==> src/rtl/sym_pack_fifo.sv <==
// Bit FIFO that buffers a serial stream and issues 1-4 bit symbols over a valid/ready
// handshake, with occupancy status, sticky overflow/underflow flags and per-symbol mode select.
module sym_pack_fifo #(
    parameter int DEPTH     = 16,
    parameter int MAX_BPS   = 4,
    parameter int AFULL_LVL = 12,
    localparam int AW       = $clog2(DEPTH)
) (
    input  logic               CLK,
    input  logic               RESET,
    input  logic [1:0]         SELMod,
    input  logic               wEN,
    input  logic               dIn,
    output logic               bFull,
    output logic               bAfull,
    output logic               bEmpty,
    output logic [AW:0]        count,
    output logic               sym_valid,
    input  logic               sym_ready,
    output logic [MAX_BPS-1:0] sym_data,
    output logic               ovf,
    output logic               udf,
    input  logic               clr_err
);

    logic               r_mem [DEPTH];
    logic [AW:0]        r_wptr;
    logic [AW:0]        r_rptr;
    logic [AW:0]        r_count;
    logic               r_sym_valid;
    logic [MAX_BPS-1:0] r_sym_data;
    logic               r_ovf;
    logic               r_udf;

    logic [2:0]         w_bps;
    logic [AW:0]        w_bps_ext;
    logic               w_full;
    logic               w_wr;
    logic               w_ld;
    logic [MAX_BPS-1:0] w_win;
    logic [MAX_BPS-1:0] w_sym;
    logic [2:0]         w_shift;
    logic [AW:0]        w_count_next;

    assign w_bps     = {1'b0, SELMod} + 3'd1;
    assign w_bps_ext = (AW+1)'(w_bps);
    assign w_full    = (r_count == (AW+1)'(DEPTH));
    assign w_wr      = wEN && !w_full;
    assign w_ld      = (!r_sym_valid || sym_ready) && (r_count >= w_bps_ext);
    assign w_shift   = 3'(MAX_BPS) - w_bps;

    // Gather the next MAX_BPS stored bits, oldest in the MSB; the shift trims to BPS.
    always_comb begin
        w_win = '0;
        for (int k = 0; k < MAX_BPS; k++) begin
            w_win[MAX_BPS-1-k] = r_mem[r_rptr[AW-1:0] + AW'(k)];
        end
        w_sym = w_win >> w_shift;
    end

    // Occupancy after this edge; a load only consumes bits already stored before the edge.
    always_comb begin
        if (w_ld) begin
            w_count_next = r_count + (AW+1)'(w_wr) - w_bps_ext;
        end else begin
            w_count_next = r_count + (AW+1)'(w_wr);
        end
    end

    // Bit storage; contents are don't-care after reset so no reset is applied.
    always_ff @(posedge CLK) begin
        if (w_wr) begin
            r_mem[r_wptr[AW-1:0]] <= dIn;
        end
    end

    // Pointers, occupancy and the symbol output register.
    always_ff @(posedge CLK) begin
        if (!RESET) begin
            r_wptr      <= '0;
            r_rptr      <= '0;
            r_count     <= '0;
            r_sym_valid <= 1'b0;
            r_sym_data  <= '0;
        end else begin
            r_count <= w_count_next;
            if (w_wr) begin
                r_wptr <= r_wptr + (AW+1)'(1);
            end
            if (w_ld) begin
                r_rptr      <= r_rptr + w_bps_ext;
                r_sym_data  <= w_sym;
                r_sym_valid <= 1'b1;
            end else if (sym_ready) begin
                r_sym_valid <= 1'b0;
            end
        end
    end

    // Sticky error flags; a set event in the same cycle overrides clr_err.
    always_ff @(posedge CLK) begin
        if (!RESET) begin
            r_ovf <= 1'b0;
            r_udf <= 1'b0;
        end else begin
            if (wEN && w_full) begin
                r_ovf <= 1'b1;
            end else if (clr_err) begin
                r_ovf <= 1'b0;
            end
            if (sym_ready && !r_sym_valid) begin
                r_udf <= 1'b1;
            end else if (clr_err) begin
                r_udf <= 1'b0;
            end
        end
    end

    assign bFull     = w_full;
    assign bAfull    = (r_count >= (AW+1)'(AFULL_LVL));
    assign bEmpty    = (r_count == '0);
    assign count     = r_count;
    assign sym_valid = r_sym_valid;
    assign sym_data  = r_sym_data;
    assign ovf       = r_ovf;
    assign udf       = r_udf;

endmodule

==> config.mk <==
export PLATFORM = sky130hd
export DESIGN_NAME = sym_pack_fifo
export DESIGN_NICKNAME = d
export VERILOG_FILES = /design/src/rtl/sym_pack_fifo.sv
export SDC_FILE = /design/constraint.sdc
export NUM_CORES = 1
export LEC_CHECK = 0
export ABC_AREA = 1
export ABC_CLOCK_PERIOD_IN_PS = 6000
export BUFFER_PORTS_ARGS = -buffer_cell sky130_fd_sc_hd__buf_2
export CAP_MARGIN = 20
export CORE_ASPECT_RATIO = 0.6
export CORE_UTILIZATION = 64
export DETAILED_ROUTE_END_ITERATION = 8
export GPL_TIMING_DRIVEN = 0
export HOLD_SLACK_MARGIN = 0.02
export PLACE_DENSITY = 0.85
export SLEW_MARGIN = 20
export SYNTH_ARGS = -nofsm -noshare
export SYNTH_HDL_FRONTEND = slang
export SYNTH_SLANG_ARGS = --single-unit
==> constraint.sdc <==
create_clock -name CLK -period 6 [get_ports CLK]
set_clock_uncertainty 0.05 [all_clocks]
set_input_delay 0.3 -clock CLK [delete_from_list [all_inputs] [get_ports CLK]]
set_output_delay 0.3 -clock CLK [all_outputs]
set_load 0.05 [all_outputs]
==> results_dict.tcl <==
set metrics [dict create \
    largest_vdd_supply_drop_mv 0.227 \
    post_cts_resized 0 \
    synthMostInstantiatedCell "sky130_fd_sc_hd__nand2_1" \
    cp_cell_sequence "nor4_2 -> nand2_1 -> nand2_1 -> inv_2 -> ha_1 -> inv_1 -> ha_1 -> inv_1 -> fa_1 -> nand2_1 -> nand4_2 -> o21ai_1 -> a21oi_1" \
    fin_crit_sh_pct 43.7 \
    synth_top_area_cell "sky130_fd_sc_hd__dfxtp_1" \
    io_pins 23 \
    hpwl_reported_at_the_end_of_detailed_placement_um 4750 \
    power.sequential.fraction_pct 26.6 \
    clockRootBuffer "sky130_fd_sc_hd__clkbuf_8" \
    die-area_um2 4440 \
    count_of_flip_flops_with_a_built_in_enable_after_synthesis 16 \
    detailedRoute.firstPassIterationCount 8 \
    drtAntennaViolNets 0 \
    dp_slack_ns 3.43 \
    start_util_pct 69.7 \
    finalInstanceArea_um2 2950 \
    vias_per_cell 5.69 \
    internal_power_uw 754 \
    numPortBuffers 22 \
    worstPathMaxFanout 7 \
    clock_tree.htree_level_count 2 \
    critical-path-top-delay-family "adder cells" \
    synthToLayoutAreaGrowth_pct 10.7 \
    seq_area_frac_synth_pct 36.0 \
    drt-wirelength-per-cell_um 14.5 \
    cp_data_arrival_time_ns 2.75 \
    clock_latency_ns 0.29 \
    netlist_top_cells_count "sky130_fd_sc_hd__nand2_1 (93), sky130_fd_sc_hd__nand3_1 (57), sky130_fd_sc_hd__inv_1 (36)" \
    grt_pass1_wl_um 10200 \
    grt.overflow.total 0 \
    synthesis.nets 383 \
    clk_path_buf_depth 2 \
    critical_path.max_stage_delay_ns 0.42 \
    timing.final.hold_violations 0 \
    cp-end-kind "register" \
    nets 412 \
    reg2regPathDepth 13 \
    grt_use_total_pct 30.4 \
    power.switching_fraction_pct 48.4 \
    ys_top_cells_by_area "sky130_fd_sc_hd__dfxtp_1 (18%), sky130_fd_sc_hd__edfxtp_1 (18%), sky130_fd_sc_hd__nand2_1 (13%), sky130_fd_sc_hd__nand3_1 (11%), sky130_fd_sc_hd__ha_1 (9.4%)" \
    grt_antenna_before_repair 0 \
    grt_setup_unrepaired "no" \
    setup_slack_ns 3.38 \
    fmax_ghz 0.381 \
    fillerInstances 282 \
    num_rows 17 \
    ys.warnings.count 0 \
    synth_flop_cell "sky130_fd_sc_hd__dfxtp_1" \
    outcome "completed" \
    holdPathStages 3 \
    synth.distinct_cells 30 \
    syn_area_um2 2670 \
    critPathLaunchType "register" \
    die_w_um 85.3 \
    critical-path-slowest-cell "sky130_fd_sc_hd__fa_1" \
    post_dp_cell_area_um2 2840 \
    first_global_vias 2169 \
    slew-limit-headroom_pct 68.8 \
    timing.setup.critical_path_class "reg -> reg" \
    wirelength_um 6260 \
    drt_first_iter_violations 214 \
    worst_path_most_repeated_cell "sky130_fd_sc_hd__nand2_1" \
    total_clock_buffers_created_by_cts 5 \
    clk_pin_slew_ns 0.08 \
    fp.coreArea_um2 3830 \
    grt_max_degree 17 \
    critical_path_buf_inv_count 3 \
    via_count 2446 \
    maxSlewViolCount 0 \
    crit_cells 13 \
    max-cap-violations 0 \
    avgSynthCellArea_um2 7.56 \
    worstPathRequired_ns 6.13 \
    worst-slew-pin-transition_ns 0.468 \
    post_route_cells_drive_above_1_share_pct 14.1 \
    cts.repair_timing.setup_buffer_count 0 \
    yosys_register_bits 40 \
    die_height_um 52.0 \
    netlist.area_leader.share_pct 18.0 \
    p_leak_uw 0.00139 \
    num_antenna_cells 0 \
    hold_path.class "in -> reg" \
    timing.final.setup_violations 0 \
    place.gp.congestion 0.915 \
    power_density_nw_per_um2 495 \
    final_worst_path_period_need_ns 2.62 \
    switching_power_uw 706 \
    clkPwrFrac_pct 15.2 \
    share_comb_of_total_power_pct 58.2 \
    async_flop_share_pct 0 \
    total_negative_slack_for_setup_checks_ns 0 \
    synthesis.instances 353 \
    num_clock_sinks 40 \
    cts_tree "built" \
    drt_drc_violations_left 0 \
    hold_buffers 0 \
]
path summary, 6_finish.rpt:
path | from | end | slack, ns
min | sym_ready | udf | 0.22
min reg2reg | ovf | ovf | 0.41
max reg2reg | count[3] | count[4] | 3.38
max | count[3] | count[4] | 3.38
metal layers:
layer  track usage (%)  vias to the layer above  wire length, µm
met3              5.56                        6              600
li1                  -                     1214                -
met4              6.11                        0               37
met5                 0                        -                0
met2              46.2                      128             2600
met1              45.3                     1098             3020
power by group through the flow:
stage / logic [µW] / registers, µW / clock network, µW
4_1_cts: 840 / 388 / 225
2_1_floorplan: 588 / 467 / 0
3_3_place_gp: 812 / 390 / 0
6_report: 849 / 389 / 222
5_1_grt: 942 / 395 / 234
3_5_place_dp: 832 / 393 / 0
metrics by stage:
step,hold slack (ns),total power (µW),std cells,utilization [%]
6_report,0.221,1460,430,77.1
4_1_cts,0.220,1450,430,77.1
3_3_place_gp,0.398,1200,422,74.1
5_1_grt,0.227,1570,430,77.1
3_5_place_dp,0.402,1230,422,74.1
2_1_floorplan,0.349,1060,353,-
cell families (layout without fill, tap and decap cells):
group	Yosys count	after routing	share of synthesized area [%]
buffers and inverters	50	80	9.61
xor gates and xnor gates	13	13	4.27
adders and majority gates	22	22	10.9
DFF	40	40	36.0
and+or+nand+nor	195	195	32.6
AOI/OAI and AO/OA	33	33	6.61
state kept, by name, summed over array words and instances (netlist names), named ones only:
name / count
ovf: 1
count: 5
r_mem: 16
r_wptr: 4
r_rptr: 4
udf: 1
sym_data: 4
sym_valid: 1
cell usage in the layout (no fill, tap or decap), types with 2 or more instances in the layout:
cell                       instances
sky130_fd_sc_hd__a21oi_1          16
sky130_fd_sc_hd__buf_2            25
sky130_fd_sc_hd__buf_6             4
sky130_fd_sc_hd__clkbuf_8          5
sky130_fd_sc_hd__clkinv_4          2
sky130_fd_sc_hd__dfxtp_1          24
sky130_fd_sc_hd__edfxtp_1         16
sky130_fd_sc_hd__fa_1              2
sky130_fd_sc_hd__ha_1             20
sky130_fd_sc_hd__inv_1            36
sky130_fd_sc_hd__inv_2             3
sky130_fd_sc_hd__nand2_1          93
sky130_fd_sc_hd__nand2_2           7
sky130_fd_sc_hd__nand3_1          57
sky130_fd_sc_hd__nand3b_1          5
sky130_fd_sc_hd__nand4_1           4
sky130_fd_sc_hd__nor2_1           26
sky130_fd_sc_hd__o21ai_0          11
sky130_fd_sc_hd__o21ai_1           2
sky130_fd_sc_hd__xnor2_1           5
sky130_fd_sc_hd__xor2_1            8
tightest hold or removal path: stages:
cell                      delay, ns
sky130_fd_sc_hd__buf_2         0.10
sky130_fd_sc_hd__nand2_1       0.05
sky130_fd_sc_hd__a21oi_1       0.05
layout make-up:
cell class	instances	area (µm²)	area share (%)
timing repair buffer	22	110	3.73
sequential	40	961	32.5
tap	47	58.8	1.99
buffer	10	98.8	3.35
inverter	40	158	5.34
clock buffer	5	68.8	2.33
clock inverter	3	47.5	1.61
multi-input combinational	263	1450	49.1
Power figures use the tool's default switching activity.
